===== config.mk =====
export PLATFORM = sky130hd
export DESIGN_NAME = dram_read_arbiter
export DESIGN_NICKNAME = d
export VERILOG_FILES = /design/src/rtl/dram_read_arbiter.sv
export SDC_FILE = /design/constraint.sdc
export NUM_CORES = 1
export LEC_CHECK = 0
export CAP_MARGIN = 20
export CORE_ASPECT_RATIO = 0.8
export CORE_MARGIN = 3
export CORE_UTILIZATION = 36
export DETAILED_ROUTE_END_ITERATION = 12
export HOLD_SLACK_MARGIN = 0.03
export PLACE_DENSITY = 0.91
export SYNTH_ARGS = -nofsm -noshare
export SYNTH_HDL_FRONTEND = slang
export SYNTH_SLANG_ARGS = --single-unit

===== constraint.sdc =====
create_clock -name clock -period 2.5 [get_ports clock]
set_input_delay 0.375 -clock clock [delete_from_list [all_inputs] [get_ports clock]]
set_output_delay 0.375 -clock clock [all_outputs]
set_load 0.01 [all_outputs]

===== src/rtl/dram_read_arbiter.sv =====
// Round-robin arbiter serializing per-loader read requests onto the single DRAM read port,
// one outstanding read at a time, with a sticky watchdog for reads that never complete.
module dram_read_arbiter #(
  parameter  int REQ_NUM = 3,
  parameter  int TIMEOUT = 1024,
  localparam int GW      = (REQ_NUM > 1) ? $clog2(REQ_NUM) : 1,
  localparam int WDW     = $clog2(TIMEOUT) + 1
) (
  input  logic                    clock,
  input  logic                    reset,
  input  logic [REQ_NUM-1:0]      req_Read,
  input  logic [REQ_NUM-1:0][31:0] req_Address,
  output logic [31:0]             req_ReadData,
  output logic [REQ_NUM-1:0]      req_DataReady,
  output logic                    DRAM_Read,
  output logic [31:0]             DRAM_Address,
  input  logic [31:0]             DRAM_ReadData,
  input  logic                    DRAM_DataReady,
  output logic [GW-1:0]           grant_id,
  output logic                    busy,
  output logic                    timeout_err
);

  typedef enum logic [1:0] {
    S_IDLE    = 2'd0,
    S_GRANT   = 2'd1,
    S_WAIT    = 2'd2,
    S_RELEASE = 2'd3
  } state_t;

  state_t           state_r, state_s;
  logic [GW-1:0]    grant_id_r, grant_id_s;
  logic [GW-1:0]    rr_ptr_r, rr_ptr_s;
  logic [31:0]      dram_address_r, dram_address_s;
  logic [WDW-1:0]   wd_cnt_r, wd_cnt_s;
  logic             timeout_err_r, timeout_err_s;

  // First requesting index at or after ptr, wrapping modulo REQ_NUM; searched from the
  // farthest offset down so the closest one wins.
  function automatic logic [GW-1:0] rr_pick(input logic [REQ_NUM-1:0] reqs,
                                            input logic [GW-1:0]      ptr);
    logic [GW-1:0] pick;
    int            idx;
    pick = ptr;
    for (int i = REQ_NUM - 1; i >= 0; i--) begin
      idx = (int'(ptr) + i) % REQ_NUM;
      if (reqs[idx]) begin
        pick = GW'(idx);
      end else begin
        pick = pick;
      end
    end
    return pick;
  endfunction

  // Next-state and next-register computation
  always_comb begin
    state_s        = state_r;
    grant_id_s     = grant_id_r;
    rr_ptr_s       = rr_ptr_r;
    dram_address_s = dram_address_r;
    wd_cnt_s       = wd_cnt_r;
    timeout_err_s  = timeout_err_r;
    case (state_r)
      S_IDLE: begin
        if (|req_Read) begin
          grant_id_s     = rr_pick(req_Read, rr_ptr_r);
          dram_address_s = req_Address[grant_id_s];
          state_s        = S_GRANT;
        end else begin
          state_s = S_IDLE;
        end
      end
      S_GRANT: begin
        wd_cnt_s = '0;
        state_s  = S_WAIT;
      end
      S_WAIT: begin
        // Counter saturates so the sticky flag never depends on wrap-around.
        if (wd_cnt_r < WDW'(TIMEOUT)) begin
          wd_cnt_s = wd_cnt_r + WDW'(1);
        end else begin
          wd_cnt_s = wd_cnt_r;
        end
        if (wd_cnt_r >= WDW'(TIMEOUT - 1)) begin
          timeout_err_s = 1'b1;
        end else begin
          timeout_err_s = timeout_err_r;
        end
        if (DRAM_DataReady) begin
          state_s = S_RELEASE;
        end else begin
          state_s = S_WAIT;
        end
      end
      S_RELEASE: begin
        if (int'(grant_id_r) == REQ_NUM - 1) begin
          rr_ptr_s = '0;
        end else begin
          rr_ptr_s = grant_id_r + GW'(1);
        end
        state_s = S_IDLE;
      end
      default: begin
        state_s = S_IDLE;
      end
    endcase
  end

  // State and datapath registers with synchronous reset
  always_ff @(posedge clock) begin
    if (reset) begin
      state_r        <= S_IDLE;
      grant_id_r     <= '0;
      rr_ptr_r       <= '0;
      dram_address_r <= 32'd0;
      wd_cnt_r       <= '0;
      timeout_err_r  <= 1'b0;
    end else begin
      state_r        <= state_s;
      grant_id_r     <= grant_id_s;
      rr_ptr_r       <= rr_ptr_s;
      dram_address_r <= dram_address_s;
      wd_cnt_r       <= wd_cnt_s;
      timeout_err_r  <= timeout_err_s;
    end
  end

  // Port-side decode; the completion pulse is combinational so requesters see it with the data
  always_comb begin
    DRAM_Read     = 1'b0;
    busy          = 1'b0;
    req_DataReady = '0;
    case (state_r)
      S_IDLE: begin
        DRAM_Read = 1'b0;
        busy      = 1'b0;
      end
      S_GRANT: begin
        DRAM_Read = 1'b1;
        busy      = 1'b1;
      end
      S_WAIT: begin
        DRAM_Read = 1'b1;
        busy      = 1'b1;
        for (int i = 0; i < REQ_NUM; i++) begin
          if (DRAM_DataReady && (int'(grant_id_r) == i)) begin
            req_DataReady[i] = 1'b1;
          end else begin
            req_DataReady[i] = 1'b0;
          end
        end
      end
      S_RELEASE: begin
        DRAM_Read = 1'b0;
        busy      = 1'b1;
      end
      default: begin
        DRAM_Read = 1'b0;
        busy      = 1'b0;
      end
    endcase
  end

  assign req_ReadData = DRAM_ReadData;
  assign DRAM_Address = dram_address_r;
  assign grant_id     = grant_id_r;
  assign timeout_err  = timeout_err_r;

endmodule


# After elaboration in Yosys (flattened, before gate mapping)

Cells that the tools add are included.

Flip-flop bits (word level): 50
Bits of input ports: 134
Output and inout port bits: 72

$add $sub $neg: 4
Div/mod/pow operators: 3
Magnitude comparators: 6
Equal/unequal tests: 6
Mux-type cells: 28
Reductions and logical operators: 13

Operators with widths:

| kind                                                                 | number |
|---|---|
| < comparator 32 x 4 -> 1 bit (second input constant)                 | 3 |
| binary-select mux 32 bit (select 2 bit)                              | 1 |
| remainder unit 32 x 3 -> 32 bit (second input constant)              | 2 |
| remainder unit 3 x 3 -> 32 bit (second input constant)               | 1 |
| 2-to-1 mux 32 bit                                                    | 1 |
| case mux 11 bit (2 select lines)                                     | 1 |
| 2-to-1 mux 2 bit                                                     | 6 |
| adder 11 x 1 -> 11 bit (second input constant)                       | 1 |
| greater-or-equal comparator 11 x 10 -> 1 bit (second input constant) | 1 |
| < comparator 11 bit (second input constant)                          | 1 |
| 2-to-1 mux 1 bit                                                     | 11 |
| 2-to-1 mux 11 bit                                                    | 1 |
| equality test 2 bit (second input constant)                          | 4 |
| case mux 2 bit (4 select lines)                                      | 1 |
| binary-select mux 1 bit (select 2 bit)                               | 3 |
| AND reduction 2 bit                                                  | 3 |
| OR reduction 3 bit                                                   | 2 |
| logical NOT 2 bit                                                    | 2 |
| case mux 1 bit (2 select lines)                                      | 2 |
| OR reduction 2 bit                                                   | 2 |
| adder 2 x 1 -> 3 bit (second input constant)                         | 1 |
| adder 2 x 2 -> 3 bit (second input constant)                         | 1 |
| logical AND 1 bit                                                    | 3 |
| < comparator 2 x 3 -> 1 bit (second input constant)                  | 1 |
| 5 further kinds                                                      | 5 |

# Longest topological paths before layout

Gate-level depths: netlist (run 1).

Depth after elaboration: 12
Gate-level depth with buffers: 11
Mapped depth without buffers: 8

# Worst setup path before layout (run 1)

No wires, ideal clock.

Path type: register to register
Start: register rr_ptr_r[0]
End: register dram_address_r[0], in the netlist DRAM_Address[0]
Setup time: 138 ps
Arrival time: 1,964 ps
Required time: 2,362 ps
Setup slack: 398 ps
Cell stages (with the launch flop): 11
Buffers on the path: 3
Period minus slack after synthesis: 2,102 ps
Cell sequence: dfxtp_1 -> inv_1 -> ha_1 -> buf_6 -> a211o_1 -> a2bb2oi_2 -> a21o_1 -> buf_6 -> buf_12 -> mux2i_1 -> o221ai_1

Longest elaborated chain between the ends: 12
Elaborated cells on any way between the ends: 21
Classes of those cells: 2 x add/sub; 3 x div; 16 x mux

Ends and longest elaborated chain:

| item                                                 | RTL line | text |
|---|---|---|
| start, declared                                      | 33       | `logic [GW-1:0] rr_ptr_r, rr_ptr_s;` |
| start signal, assigned                               | 122      | `rr_ptr_r <= rr_ptr_s;` |
| adder 2 x 2 -> 3 bit                                 | 46       | `idx = (int'(ptr) + i) % REQ_NUM;` |
| remainder unit 32 x 3 -> 32 bit                      | 46       |  |
| binary-select mux 1 bit (select 2 bit)               | 47       | `if (reqs[idx]) begin` |
| 2-to-1 mux 1 bit (not written as such) (2 in series) | 47       |  |
| 2-to-1 mux 2 bit (2 in series)                       | 47       |  |
| 2-to-1 mux 2 bit (*)                                 | 47       |  |
| 2-to-1 mux 2 bit (*)                                 | 66       | `if (\|req_Read) begin` |
| 2-to-1 mux 2 bit (*)                                 | 64       | `case (state_r)` |
| binary-select mux 32 bit (select 2 bit) (*)          | 68       | `dram_address_s = req_Address[grant_id_s];` |
| 2-to-1 mux 32 bit (not written as such) (*)          | 68       |  |
| end signal, assigned                                 | 123      | `dram_address_r <= dram_address_s;` |
| end, declared                                        | 34       | `logic [31:0] dram_address_r, dram_address_s;` |

Mark *: on every way between the ends. The rest lies on a longest branch, timed or not. The select of a mux whose other input is x is not followed.
A chain may end at the register's enable or synchronous reset.

# Worst setup path in the final report (run 1)

Start: register rr_ptr_r[0]
End: register dram_address_r[13], in the netlist DRAM_Address[13]

The elaborated chain is that of the path after synthesis.

==> key figures, run 1 <==
Outcome
  • Status: complete, no violations

Final layout
  • Design area: 4410 sq um
  • Final nets: 602
  • Finished Core Util: 0.548
  • Area delta synth->final: 45.9%
  • Layout fillers: roughly 730
  • Diodes inserted: 0
  • Share of cells above drive strength 1: 0.0500

CTS
  • Post-CTS Setup Bufs: 0
  • # hold bufs at CTS: 0
  • H-Tree Depth: 2
  • CTS tree: done
  • Clock Path Buffers: 2
  • Clock Tree Root: clkbuf_8
  • Worst-path clk slew: 100 ps
  • Clk sinks: 50
  • Worst-Skew Late Latency: roughly 300 ps
  • Post-CTS sizing: 0
  • Total CTS buffers: 5

Power
  • Power share of the combinational group: 0.421
  • Switch Pwr: roughly 0.9 mW
  • Sw frac: 0.323
  • Int Pwr: 1.89 mW
  • Clock power frac: 0.209
  • Lkg Pwr: 1.87 nW
  • Pwr dens: 632 nW/um^2
  • Flop pwr share: 0.370
  • Max rail drop VDD: between 300 and 400 uV

Place
  • Placed Area: 4260 sq um
  • DP Wirelength: 6710 um
  • Input/output buffers: 141
  • RePlAce Congestion: 0.835

Timing
  • Fin crit share: 0.901
  • Final worst path period need: ~2300 ps
  • Worst-Margin Slew: 419 ps
  • Setup Total Neg Slack: 0 ps
  • Pins Over Slew Limit: 0
  • Post-route clock skew: 12.8 ps
  • RSZ-0062 raised after global routing: no
  • Final setup violating endpoints: 0
  • Hold Violations, Final: 0
  • Fmax: 444 MHz
  • Worst slew margin: 0.718

Run
  • Max_cap viols: 0

Synthesis
  • Cell variety after synth: 44
  • Sequential-to-total area share from yosys stat: 0.331
  • Number of synthesized flops with an enable pin: 0
  • Most used flip-flop cell after synthesis: dfxtp_1
  • Compound-cell area share of the yosys netlist: 0.186
  • Mux cell area share after synthesis: 0.116
  • Commonest cells in the synthesized netlist: dfxtp_1 (50), inv_1 (42), nand2_1 (42), mux2i_1 (35), buf_4 (34)
  • Largest family of logic cells by synthesized area: buffers and inverters
  • Xor/xnor share of the synthesized area: 0.00868
  • Area fraction of the dominant cell type after synthesis: 0.331
  • Simple-Gate Fraction of Synth Area: 0.133
  • YS warnings: 0
  • Adder-Cell Fraction of Synth Area: 0.0372
  • Synthesized flop and latch total: 50
  • Syn_nets: 499
  • Post-synth top area cell: dfxtp_1
  • Mapped Area: 3030 sq um
  • Top-count cell post-synth: dfxtp_1
  • FFs w/ async S/R, synth: 0
  • Largest cells by area after synthesis: dfxtp_1 (33%), mux2i_1 (12%), o221ai_1 (9.3%)
  • Syn Area/Cell: approximately 8.5 sq um
  • Post-Syn Instances: approximately 360

Global route
  • Met1 Use GR: 0.217
  • Initial antenna violation count: 0
  • Global-route wire length before repair: 13,700 um
  • Gr usage total: 0.177
  • Largest net degree at the start of global routing: 33
  • Number of global-route vias before repair: between 2,000 and 3,000
  • Gr busiest metal: met2
  • Met3 Use GR: 0.0678
  • Met2 GRT Util: 0.293
  • GRT overflow: 0

Routing
  • Initial DRC Count: about 130
  • Routed via count: 2,899
  • WL per Instance: between 15 and 20 um
  • ANT nets after route: 0
  • Residual DRC count: 0
  • Drt pass-1 iters: 4
  • Vias per Instance: 5.10
  • Detailed-route wire length: 8760 um

Critical path
  • Crit path max fanout: 16
  • Critical path capture point type: register
  • Reg-to-reg slack, setup: 250 ps
  • Worst Path Arrival: 2430 ps
  • Worst Setup Start Kind: register
  • Critical path type: register to register
  • Req. time, crit path: 2680 ps

Floorplan
  • Core area: 8060 sq um
  • Core Rows: 29
  • Die Wd: 108 um
  • Boundary Pins: 206
  • Initial Util: 0.376
  • Die area: approximately 9500 sq um
  • Die Height: 88.0 um

Hold path
  • Worst hold path class: register to register
-- worst max-delay path, cell delays in order (launching register included) --
cell       delay (ps)
dfxtp_1           390
inv_1             100
ha_4              330
nor2b_1            70
a211o_1           280
a2bb2oi_2         160
a21o_2            200
buf_12            180
mux2i_2           260
o221ai_1          150
-- layout make-up --
cell class                      instances  area [sq um]  share of cell area
Timing Repair Buffer                  148          1530               0.347
Multi-Input combinational cell        212          1480               0.334
Sequential cell                        50          1000               0.227
Inverter                               42           158              0.0357
Tap cell                              108           135              0.0306
Clock buffer                            5          68.8              0.0156
Clock inverter                          3          43.8             0.00992
-- logic make-up (layout without fill, tap and decap cells) --
group	after synthesis	in the layout
AO/OA/AOI/OAI	75	75
XOR/XNOR	3	3
adder cells (fa/ha/maj)	9	9
buffers and inverters	94	198
flip-flops	50	50
multiplexers	35	35
AND/OR/NAND/NOR	90	90
-- state kept, by name (all words and copies together), names as in the netlist --
name,cells
DRAM_Address,32
wd_cnt_r,11
state_r,2
rr_ptr_r,2
timeout_err,1
grant_id,2
-- path summary, 6_finish.rpt --
kind / from / endpoint / cells after the start
worst max-delay path: rr_ptr_r[0] / DRAM_Address[13] / 9
worst min-delay path: DRAM_Address[31] / DRAM_Address[31] / 2
worst max register to register: rr_ptr_r[0] / DRAM_Address[13] / 9
worst min register to register: DRAM_Address[31] / DRAM_Address[31] / 2
-- cell usage in the layout, fill, tap and decap left out, types with 4 or more instances in the layout --
cell / Yosys / layout
nor2_1: 22 / 21
buf_12: 3 / 4
inv_1: 42 / 42
a21oi_1: 12 / 12
dfxtp_1: 50 / 50
clkdlybuf4s50_1: 0 / 141
o21ai_0: 7 / 7
ha_1: 9 / 8
nand3_1: 4 / 4
mux2i_1: 35 / 34
clkbuf_8: 0 / 5
and3_1: 4 / 4
nand2_1: 42 / 42
o221ai_1: 32 / 32
-- per-stage QoR --
stage	instances	hold WS [ps]	setup WS [ps]	power [mW]
3_3_place_gp	559	441	81.5	2.16
5_1_grt	568	507	100	2.97
2_1_floorplan	356	471	398	1.68
4_1_cts	567	477	34.8	2.80
6_report	568	469	247	2.79
3_5_place_dp	559	450	30.2	2.20
-- power groups by stage --
stage / sequential, mW / combinational (mW) / clock, mW
2_1_floorplan: 1.09 / 0.590 / 0
3_3_place_gp: 1.04 / 1.12 / 0
3_5_place_dp: 1.05 / 1.15 / 0
4_1_cts: 1.03 / 1.16 / 0.605
5_1_grt: 1.05 / 1.28 / 0.638
6_report: 1.03 / 1.18 / 0.584
-- per-layer routing --
metal | wire, um | vias up | part of all wire
met5 | 0 | - | 0
met4 | 108 | 0 | 0.012
met3 | 793 | 15 | 0.091
met2 | 4300 | 142 | 0.49
met1 | 3550 | 1330 | 0.41
li1 | - | 1412 | -
(Power assumes the default switching activity.)
==> run 2: changes to the inputs <==
- CORE_UTILIZATION: 36 -> 39
- HOLD_SLACK_MARGIN: 0.03 -> default
- PLACE_DENSITY: 0.91 -> 0.95
- clock period: 2.5 -> 2.8 ns (I/O delays scaled with it)
==> run 2 against run 1 <==
Compared with the run above: die area fell by 7.2%; maximum frequency fell by 13%; count of clock-buffer cells in the layout did not move; combinational power fell by 14%; flip-flop and latch count did not move; critical path depth did not move; register-to-register slack got worse by 50 ps; clock power fell by 31%; sequential power fell by 10%; core utilization rose by 3.3 points; sequential share of layout area rose by 0.43 points.
==> key figures, run 2 (same netlist as run 1, synthesis figures left out) <==
Critical path
  • Worst Setup Start Kind: register
  • Worst R2R Start: rr_ptr_r[0]
  • Reg-to-reg slack, setup: roughly 200 ps
  • Reg2reg path depth: 9
  • Critical path type: register to register
  • CP max stage cell: ha_1
  • FF-to-FF End: DRAM_Address[28]
  • Critical Path End: DRAM_Address[28]
  • Req. time, crit path: between 2000 and 3000 ps
  • Worst path depth: 9
  • Crit path max fanout: 14
  • Worst-path cell chain: inv_1 -> ha_1 -> nor2b_1 -> a211o_1 -> a2bb2oi_2 -> a21o_2 -> buf_12 -> mux2i_1 -> o221ai_1
  • Slowest stage delay, CP: 480 ps
  • Worst Path Arrival: 2770 ps
  • CP startpoint: rr_ptr_r[0]
  • WP buf/inv: 2
  • Crit path max-delay family: compound AO/OA/AOI/OAI gates
  • Critical path capture point type: register

Place
  • Post-place setup slack: 217 ps
  • DP Wirelength: approximately 7000 um
  • RePlAce Congestion: 0.835
  • Input/output buffers: between 100 and 150

CTS
  • # hold bufs at CTS: 0
  • CTS tree: done
  • Worst-Skew Late Latency: approximately 300 ps
  • Clock Path Buffers: 2
  • Total CTS buffers: 5
  • Post-CTS sizing: 0
  • Worst-path clk slew: 90 ps
  • Clk sinks: 50
  • Clock Tree Root: clkbuf_8
  • Post-CTS Setup Bufs: 0
  • H-Tree Depth: 2

Routing
  • Routed via count: 2,914
  • Detailed-route wire length: 8710 um
  • WL per Instance: 15.4 um
  • Residual DRC count: 0
  • Initial DRC Count: 152
  • Drt pass-1 iters: 5
  • Vias per Instance: 5.15
  • ANT nets after route: 0

Power
  • Sw frac: 0.333
  • Clock power frac: 0.171
  • Pwr dens: 541 nW/um^2
  • Max rail drop VDD: 275 uV
  • Flop pwr share: 0.394
  • Int Pwr: about 1.6 mW
  • Lkg Pwr: 1.85 nW
  • Switch Pwr: 0.780 mW
  • Power share of the combinational group: 0.435

Final layout
  • Most common cell after layout, fill and taps aside: clkdlybuf4s50_1
  • Multi-input logic area: 1460 sq um
  • Area delta synth->final: 43.2%
  • Layout fillers: ~650
  • Commonest non-fill, non-tap cells in the layout: clkdlybuf4s50_1 (141), dfxtp_1 (50), inv_1 (42), nand2_1 (42), mux2i_1 (35)
  • Largest register FFs: 32
  • Diodes inserted: 0
  • Register area: 1000 sq um
  • Final nets: 604
  • Share of cells above drive strength 1: 0.0477

Floorplan
  • Die Wd: between 100 and 150 um
  • Boundary Pins: 206
  • Initial Util: 0.405
  • Core Rows: 28
  • Die Height: 84.8 um
  • Die area: 8860 sq um
  • Core area: 7460 sq um

Global route
  • GRT overflow: 0
  • Largest net degree at the start of global routing: 33
  • Global-route wire length before repair: 14,200 um
  • Number of global-route vias before repair: 2,991
  • Initial antenna violation count: 0
  • Gr usage total: 0.193

Timing
  • Post-route clock skew: 6.97 ps
  • Final worst path period need: 2600 ps
  • Worst-Margin Slew: 425 ps
  • Worst slew margin: 0.714
  • Final WS setup: 201 ps
  • Fmax: around 380 MHz
  • Fin crit share: 0.928
  • Setup Total Neg Slack: 0 ps
  • RSZ-0062 raised after global routing: no
  • Pins Over Slew Limit: 0
  • Final setup violating endpoints: 0
  • Hold Violations, Final: 0

Hold path
  • Worst hold path class: register to register

Run
  • Max_cap viols: 0

Outcome
  • Status: complete, no violations
run 2: cell count changes in the layout (fill, tap and decap cells not counted), sizes merged:
cell / delta
bufinv: -1
buf: +3
clkbuf: -1
clkinv: +1
inv: -1
run 2: power by group through the flow:
stage | Clock [mW] | Combinational [mW] | Sequential (mW)
CTS | 0.421 | 1.03 | 0.924
global placement | 0 | 0.995 | 0.930
detailed placement | 0 | 1.02 | 0.937
floorplan | 0 | 0.527 | 0.974
global route | 0.442 | 1.10 | 0.939
finish | 0.401 | 1.02 | 0.923
run 2: final cells by class:
class	count	share of cell area
inverters	42	0.0364
well taps	105	0.0303
repair buffers	150	0.347
multi-input cells	212	0.337
clock buffers	5	0.0159
flip-flops and latches	50	0.231
clock inverters	2	0.00231
run 2: worst min path at each step:
stage | start | depth (start not counted) | end | slack [ps]
6_report | DRAM_Address[28] | 2 | DRAM_Address[28] | 480
5_1_grt | DRAM_Address[4] | 2 | DRAM_Address[4] | 500
4_1_cts | DRAM_Address[28] | 2 | DRAM_Address[28] | 480
3_5_place_dp | DRAM_Address[7] | 2 | DRAM_Address[7] | 450
3_3_place_gp | DRAM_Address[19] | 2 | DRAM_Address[19] | 440
2_1_floorplan | wd_cnt_r[9] | 2 | wd_cnt_r[9] | 470
run 2: worst min-delay path, cell delays in order, from the launching register on:
cell      delay [ps]
dfxtp_1          330
nand2_1           50
o221ai_1          60
run 2: per-layer routing:
metal,global-route usage,vias up,share of wire
li1,-,1405,-
met4,0.0568,0,0.015
met5,0,-,0
met1,0.229,1351,0.40
met2,0.332,142,0.50
met3,0.0661,16,0.086
run 2: metrics by stage:
step / util / hold slack (ps) / total power [mW] / area, sq um / instances
global placement: 0.570 / 443 / 1.92 / 4250 / 559
global route: 0.581 / 501 / 2.49 / 4330 / 566
CTS: 0.581 / 480 / 2.37 / 4330 / 566
floorplan: - / 471 / 1.50 / 3030 / 356
detailed placement: 0.570 / 453 / 1.96 / 4250 / 559
finish: 0.581 / 475 / 2.34 / 4330 / 566
